`config.mk`:
```
export PLATFORM = sky130hd
export DESIGN_NAME = tc_delay_line_arbiter
export DESIGN_NICKNAME = d
export VERILOG_FILES = /design/src/rtl/tc_delay_arb_pkg.sv /design/src/rtl/tc_delay_tap_pipe.sv /design/src/rtl/tc_delay_line_arbiter.sv
export SDC_FILE = /design/constraint.sdc
export NUM_CORES = 1
export LEC_CHECK = 0
export ABC_AREA = 1
export BUFFER_PORTS_ARGS = -buffer_cell sky130_fd_sc_hd__clkbuf_2
export CAP_MARGIN = 15
export CORE_MARGIN = 4
export CORE_UTILIZATION = 45
export CTS_CLUSTER_SIZE = 14
export DETAILED_ROUTE_END_ITERATION = 12
export PLACE_DENSITY = 0.66
export SYNTH_ARGS = -nofsm -noshare
export SYNTH_HDL_FRONTEND = slang
export SYNTH_SLANG_ARGS = --single-unit
```
`constraint.sdc`:
```
create_clock -name clk -period 4.4 [get_ports clk]
set_clock_uncertainty 0.2 [all_clocks]
set_input_delay 0 -clock clk [delete_from_list [all_inputs] [get_ports clk]]
set_output_delay 0 -clock clk [all_outputs]
set_load 0.02 [all_outputs]
```
`src/rtl/tc_delay_arb_pkg.sv`:
```
// Shared types and helpers for the round-robin delay-line arbiter.
// Widths below match the default configuration and are used as sub-module defaults.
package tc_delay_arb_pkg;

  localparam int N_REQ_DEF     = 4;
  localparam int MAX_DELAY_DEF = 8;
  localparam int TAG_W         = $clog2(N_REQ_DEF);
  localparam int DLY_W         = $clog2(MAX_DELAY_DEF + 1);

  typedef enum logic {
    RUN   = 1'b0,
    DRAIN = 1'b1
  } state_t;

  // OR-reduction of set-bit indices: exact for a one-hot input, 0 when empty.
  function automatic int onehot_to_idx(input logic [31:0] oh);
    int idx;
    idx = 0;
    for (int i = 0; i < 32; i++) begin
      if (oh[i]) idx = idx | i;
    end
    return idx;
  endfunction

endpackage

```
`src/rtl/tc_delay_tap_pipe.sv`:
```
// MAX_DELAY-stage shift register of {valid, tag, data}; the output is tapped at stage dly-1.
// Valid bits past the tap are dropped so a later, longer tap never replays a returned item.
module tc_delay_tap_pipe
  import tc_delay_arb_pkg::*;
#(
  parameter int MAX_DELAY = MAX_DELAY_DEF,
  parameter int BIT_WIDTH = 8,
  parameter int TAG_BITS  = TAG_W,
  parameter int DLY_BITS  = DLY_W
) (
  input  logic                 clk,
  input  logic                 rst,
  input  logic                 in_valid,
  input  logic [TAG_BITS-1:0]  in_tag,
  input  logic [BIT_WIDTH-1:0] in_data,
  input  logic [DLY_BITS-1:0]  dly,
  output logic                 out_valid,
  output logic [TAG_BITS-1:0]  out_tag,
  output logic [BIT_WIDTH-1:0] out_data
);

  logic [MAX_DELAY-1:0] vld;
  logic [TAG_BITS-1:0]  tag_q [MAX_DELAY];
  logic [BIT_WIDTH-1:0] dat_q [MAX_DELAY];

  // NOTE: sequential state uses non-blocking assignments so every stage samples the pre-edge value.
  always_ff @(posedge clk) begin
    if (rst) begin
      vld <= '0;
    end else begin
      vld[0] <= in_valid;
      for (int i = 1; i < MAX_DELAY; i++) begin
        vld[i] <= vld[i-1] && (i < int'(dly));
      end
    end
  end

  // NOTE: payload storage is deliberately not reset; only the valid bits qualify it.
  always_ff @(posedge clk) begin
    tag_q[0] <= in_tag;
    dat_q[0] <= in_data;
    for (int i = 1; i < MAX_DELAY; i++) begin
      tag_q[i] <= tag_q[i-1];
      dat_q[i] <= dat_q[i-1];
    end
  end

  always_comb begin
    out_valid = 1'b0;
    out_tag   = '0;
    out_data  = '0;
    for (int i = 0; i < MAX_DELAY; i++) begin
      if (i == int'(dly) - 1 && vld[i]) begin
        out_valid = 1'b1;
        out_tag   = tag_q[i];
        out_data  = dat_q[i];
      end
    end
  end

endmodule

```
`src/rtl/tc_delay_line_arbiter.sv`:
```
// Round-robin arbiter feeding one shared programmable-latency pipe; latency changes
// are applied only after the pipe drains, with new grants blocked meanwhile.
module tc_delay_line_arbiter
  import tc_delay_arb_pkg::*;
#(
  parameter int N_REQ         = 4,
  parameter int BIT_WIDTH     = 8,
  parameter int MAX_DELAY     = 8,
  parameter int DEFAULT_DELAY = 1
) (
  input  logic                             clk,
  input  logic                             rst,
  input  logic [N_REQ-1:0]                 req,
  input  logic [N_REQ*BIT_WIDTH-1:0]       req_data,
  output logic [N_REQ-1:0]                 gnt,
  input  logic                             cfg_load,
  input  logic [$clog2(MAX_DELAY+1)-1:0]   cfg_delay,
  output logic                             cfg_busy,
  output logic                             cfg_err,
  output logic [$clog2(MAX_DELAY+1)-1:0]   cur_delay,
  output logic                             rsp_valid,
  output logic [$clog2(N_REQ)-1:0]         rsp_tag,
  output logic [BIT_WIDTH-1:0]             rsp_data
);

  localparam int TAG_BITS = $clog2(N_REQ);
  localparam int DLY_BITS = $clog2(MAX_DELAY + 1);

  state_t                state, state_nxt;
  logic [TAG_BITS-1:0]   rr_ptr, rr_nxt, gnt_tag;
  logic [DLY_BITS-1:0]   cur_q, cur_nxt, pending, pending_nxt, inflight, inflight_nxt;
  logic [BIT_WIDTH-1:0]  gnt_data;
  logic                  gnt_any, cfg_bad, cfg_ok, cfg_err_q;
  int                    idx;

  // NOTE: every always_comb output gets a default first so no path infers a latch.
  always_comb begin
    gnt      = '0;
    gnt_any  = 1'b0;
    gnt_data = '0;
    idx      = 0;
    if (!rst && state == RUN) begin
      for (int o = 0; o < N_REQ; o++) begin
        idx = (int'(rr_ptr) + o) % N_REQ;
        if (!gnt_any && req[idx]) begin
          gnt[idx] = 1'b1;
          gnt_any  = 1'b1;
        end
      end
    end
    for (int i = 0; i < N_REQ; i++) begin
      if (gnt[i]) gnt_data = req_data[i*BIT_WIDTH +: BIT_WIDTH];
    end
  end

  assign gnt_tag = TAG_BITS'(onehot_to_idx(32'(gnt)));

  always_comb begin
    cfg_bad      = cfg_load && (cfg_delay == '0 || int'(cfg_delay) > MAX_DELAY);
    cfg_ok       = cfg_load && !cfg_bad;
    state_nxt    = state;
    pending_nxt  = pending;
    cur_nxt      = cur_q;
    rr_nxt       = rr_ptr;
    inflight_nxt = inflight;

    if (gnt_any) begin
      rr_nxt = (int'(gnt_tag) == N_REQ - 1) ? '0 : gnt_tag + TAG_BITS'(1);
    end

    if (gnt_any && !rsp_valid)      inflight_nxt = inflight + DLY_BITS'(1);
    else if (!gnt_any && rsp_valid) inflight_nxt = inflight - DLY_BITS'(1);

    case (state)
      RUN: begin
        if (cfg_ok) begin
          pending_nxt = cfg_delay;
          state_nxt   = DRAIN;
        end
      end
      DRAIN: begin
        if (cfg_ok) pending_nxt = cfg_delay;
        // A load arriving in the same cycle the pipe is empty still wins.
        if (inflight == '0) begin
          cur_nxt   = pending_nxt;
          state_nxt = RUN;
        end
      end
      default: state_nxt = RUN;
    endcase
  end

  always_ff @(posedge clk) begin
    if (rst) begin
      state     <= RUN;
      rr_ptr    <= '0;
      cur_q     <= DLY_BITS'(DEFAULT_DELAY);
      pending   <= DLY_BITS'(DEFAULT_DELAY);
      inflight  <= '0;
      cfg_err_q <= 1'b0;
    end else begin
      state     <= state_nxt;
      rr_ptr    <= rr_nxt;
      cur_q     <= cur_nxt;
      pending   <= pending_nxt;
      inflight  <= inflight_nxt;
      cfg_err_q <= cfg_bad;
    end
  end

  assign cur_delay = cur_q;
  assign cfg_busy  = (state == DRAIN);
  assign cfg_err   = cfg_err_q;

  tc_delay_tap_pipe #(
    .MAX_DELAY (MAX_DELAY),
    .BIT_WIDTH (BIT_WIDTH),
    .TAG_BITS  (TAG_BITS),
    .DLY_BITS  (DLY_BITS)
  ) u_pipe (
    .clk       (clk),
    .rst       (rst),
    .in_valid  (gnt_any),
    .in_tag    (gnt_tag),
    .in_data   (gnt_data),
    .dly       (cur_q),
    .out_valid (rsp_valid),
    .out_tag   (rsp_tag),
    .out_data  (rsp_data)
  );

endmodule
```
==> metrics.txt <==
outcome=finished, final reports clean; Remaining Overflow, GRT=0; PD cells=569 nW/um2; RSZ-0062 raised after global routing=no; io pins=64; post-CTS setup buffer count=0; DRT Wirelength=8700 um; CP cell instances=inv_4 -> ha_1 -> inv_1 -> nand3_1 -> nand2_2 -> nand3_2 -> nor2_1 -> nor2_1 -> nand2_1 -> nand2_1 -> nor2_1 -> a22oi_1 -> dlygate4sd3_1 -> nand2_1 -> dlygate4sd3_1; Pre-antenna DRT Iters=4; critical path startpoint category=flip-flop; Post-Place Cell Area=4520 um2; Top delay family on crit path=buffers and inverters; maximum VDD drop=0.242 mV; final setup vio count=0; vias per cell=4.83; Port Buffers=63; Hold Crit Class=in2reg; vias=3450; Final ANT Viol Nets=0; initial antenna violation count=0; hold buffer count at CTS=28; Max-slew headroom=0.577; Root Buffer=clkbuf_8; diode count=0; Layout area overhead=21.7%; 1st-iter DRT viols=151; DR DRC count=0; Seq pwr share=0.476; Post-CTS Resized=0; Pins Over Slew Limit=0; RePlAce Congestion=0.846; GR Util All Layers=0.170; CTS Buf Count=9; Post-DP HPWL=6620 um; crit path buf inv count=4; Max-cap violations=0; Sw Share=0.366; Initial Util=0.467; wire length per cell=12.2 um; Crit. End Element=flip-flop; Final Hold Fails=0; Leakage=2.42 nW; clock latency on the worst-skew pair=360 ps; Pint=1.80 mW; slowest CP cell=dfxtp_1; Mapped Area=4110 um2; critical-path maximum fanout=12; largest net degree at the start of global routing=21; Die Y=104 um; dpl cells=671; Finished Layout Cells=715; r2r setup slk=550 ps; Synth Register Bits=104; clk slew on worst S/H paths=110 ps; clock group share of total power=0.200; Yosys Warn Count=0; Post-layout nets=656; Critical Path AT=3890 ps; min Tclk post-route=3850 ps; number of distinct library cells after synthesis=36; worst hold margin=75.1 ps; crit-path max cell delay=610 ps; CTS tree=built; DIE WIDTH=104 um; final setup TNS=0 ps; synthesized net count=562; vias in the first global route=3394; Comb power frac=0.325; Final Cycle Share=0.874; Placeable Area=8810 um2; Avg Inst Size Synth=8.09 um2; share of cells above drive strength 1=0.189; Slew @ Worst Pin=632 ps; Crit path required time=4440 ps; row cnt=34; first-pass GRT wire length=15400 um; clock sink count=104; fmax=0.260 GHz; CTS H-tree depth=3; Seq/Total Area, Yosys=0.507; CTS Buffer Depth=2; Cells after Synth=508; Net Sw Power=1.04 mW; CP Class=reg2reg; die area=10700 um2; final instance area=5000 um2
==> cells in the final DEF, fill, tap and decap left out, drive strengths merged, types with 2 or more instances in the layout <==
cell,n
a211oi,3
a21oi,28
a221oi,2
buf,3
clkbuf,72
clkinv,2
clkinvlp,2
dfxtp,104
dlygate4sd3,28
ha,10
inv,67
nand2,146
nand3,45
nand4,18
nor2,40
nor3,4
o21a,4
o21ai,16
or2,6
==> worst register-to-register path: cells and delay by family (launching register included) <==
family	cells	cell delay, ps
compound gates	1	150
buf+inv	4	1350
simple gates	9	1060
flops	1	610
fa+ha+maj	1	360
==> power groups by stage <==
| stage | Combinational, mW | Clock, mW | Sequential, mW |
|---|---|---|---|
| floorplan | 0.640 | 0 | 1.35 |
| global placement | 0.806 | 0 | 1.36 |
| detailed placement | 0.830 | 0 | 1.38 |
| CTS | 0.919 | 0.584 | 1.36 |
| global route | 1.04 | 0.628 | 1.39 |
| finish | 0.924 | 0.568 | 1.35 |
==> cells in the mapped netlist <==
library cell,count,area [um2]
a221oi_1,2,17.5
nor2_8,1,20.0
nand4_1,18,113
o21ai_0,14,70.1
nor3_4,1,16.3
and3_1,1,6.26
a22oi_1,1,7.51
inv_2,1,3.75
inv_4,2,12.5
a211oi_1,3,22.5
nand2_4,6,67.6
a21oi_2,6,52.6
ha_1,10,125
xor2_1,1,8.76
o21a_1,4,30.0
nand2_1,137,514
nand3_2,3,30.0
nor4_1,1,6.26
a21oi_1,22,110
inv_1,61,229
dfxtp_1,104,2080
or2_1,1,6.26
nand3_1,40,200
fa_1,1,20.0
nand2_2,3,18.8
buf_6,2,22.5
nor2_1,36,135
nor2_2,3,18.8
o22ai_1,1,6.26
nor3_1,3,15.0
clkbuf_1,8,30.0
or2_2,5,31.3
o21ai_1,2,10.0
nand3_4,2,35.0
nor3b_1,1,7.51
buf_4,1,7.51
==> metrics by stage <==
stage / util / setup WS [ps] / total power, mW
6_report: 0.568 / 552 / 2.85
5_1_grt: 0.568 / 291 / 3.06
2_1_floorplan: - / 1220 / 1.99
4_1_cts: 0.568 / 578 / 2.86
3_3_place_gp: 0.513 / 966 / 2.17
3_5_place_dp: 0.513 / 835 / 2.21
==> registers in the layout, indices dropped and copies added, names as in the netlist <==
name / flops
rr_ptr: 2
u_pipe.tag_q: 16
cfg_err: 1
pending: 4
u_pipe.dat_q: 64
cur_delay: 4
u_pipe.vld: 8
cfg_busy: 1
inflight: 4
==> path summary, 6_finish.rpt <==
kind	startpoint	end	cells after the start
setup / recovery	rr_ptr[0]$_SDFFE_PP0P_	u_pipe.dat_q[0][6]$_DFF_P_	15
hold / removal	req[0]	u_pipe.vld[0]$_SDFF_PP0_	7
setup reg to reg	rr_ptr[0]$_SDFFE_PP0P_	u_pipe.dat_q[0][6]$_DFF_P_	15
hold reg to reg	u_pipe.dat_q[0][22]$_DFF_P_	u_pipe.dat_q[0][30]$_DFF_P_	0
==> metal layers <==
layer  vias to the layer above  part of all wire  track usage
met1                      1541              0.47        0.220
met5                         -                 0            0
met3                        17             0.043       0.0386
met2                        77              0.47        0.270
met4                         0             0.022       0.0836
li1                       1815                 -            -
==> logic make-up (layout without fill, tap and decap cells) <==
kind of cell,Yosys count,after routing,share of synthesized area
DFF,104,104,0.507
buffers and inverters,75,174,0.0743
adders and majority gates,11,11,0.0353
AOI/OAI and AO/OA,55,55,0.0795
xor gates and xnor gates,1,1,0.00213
and+or+nand+nor,262,262,0.302
==> final cells by class <==
| cell class | count | area, um2 |
|---|---|---|
| Clock buffer | 9 | 124 |
| Clock inverter | 7 | 76.3 |
| Fill cell | 831 | 3800 |
| Inverter | 64 | 245 |
| Multi-Input combinational cell | 329 | 1720 |
| Sequential cell | 104 | 2080 |
| Tap cell | 108 | 135 |
| Timing Repair Buffer | 94 | 618 |
(Power assumes the default switching activity.)
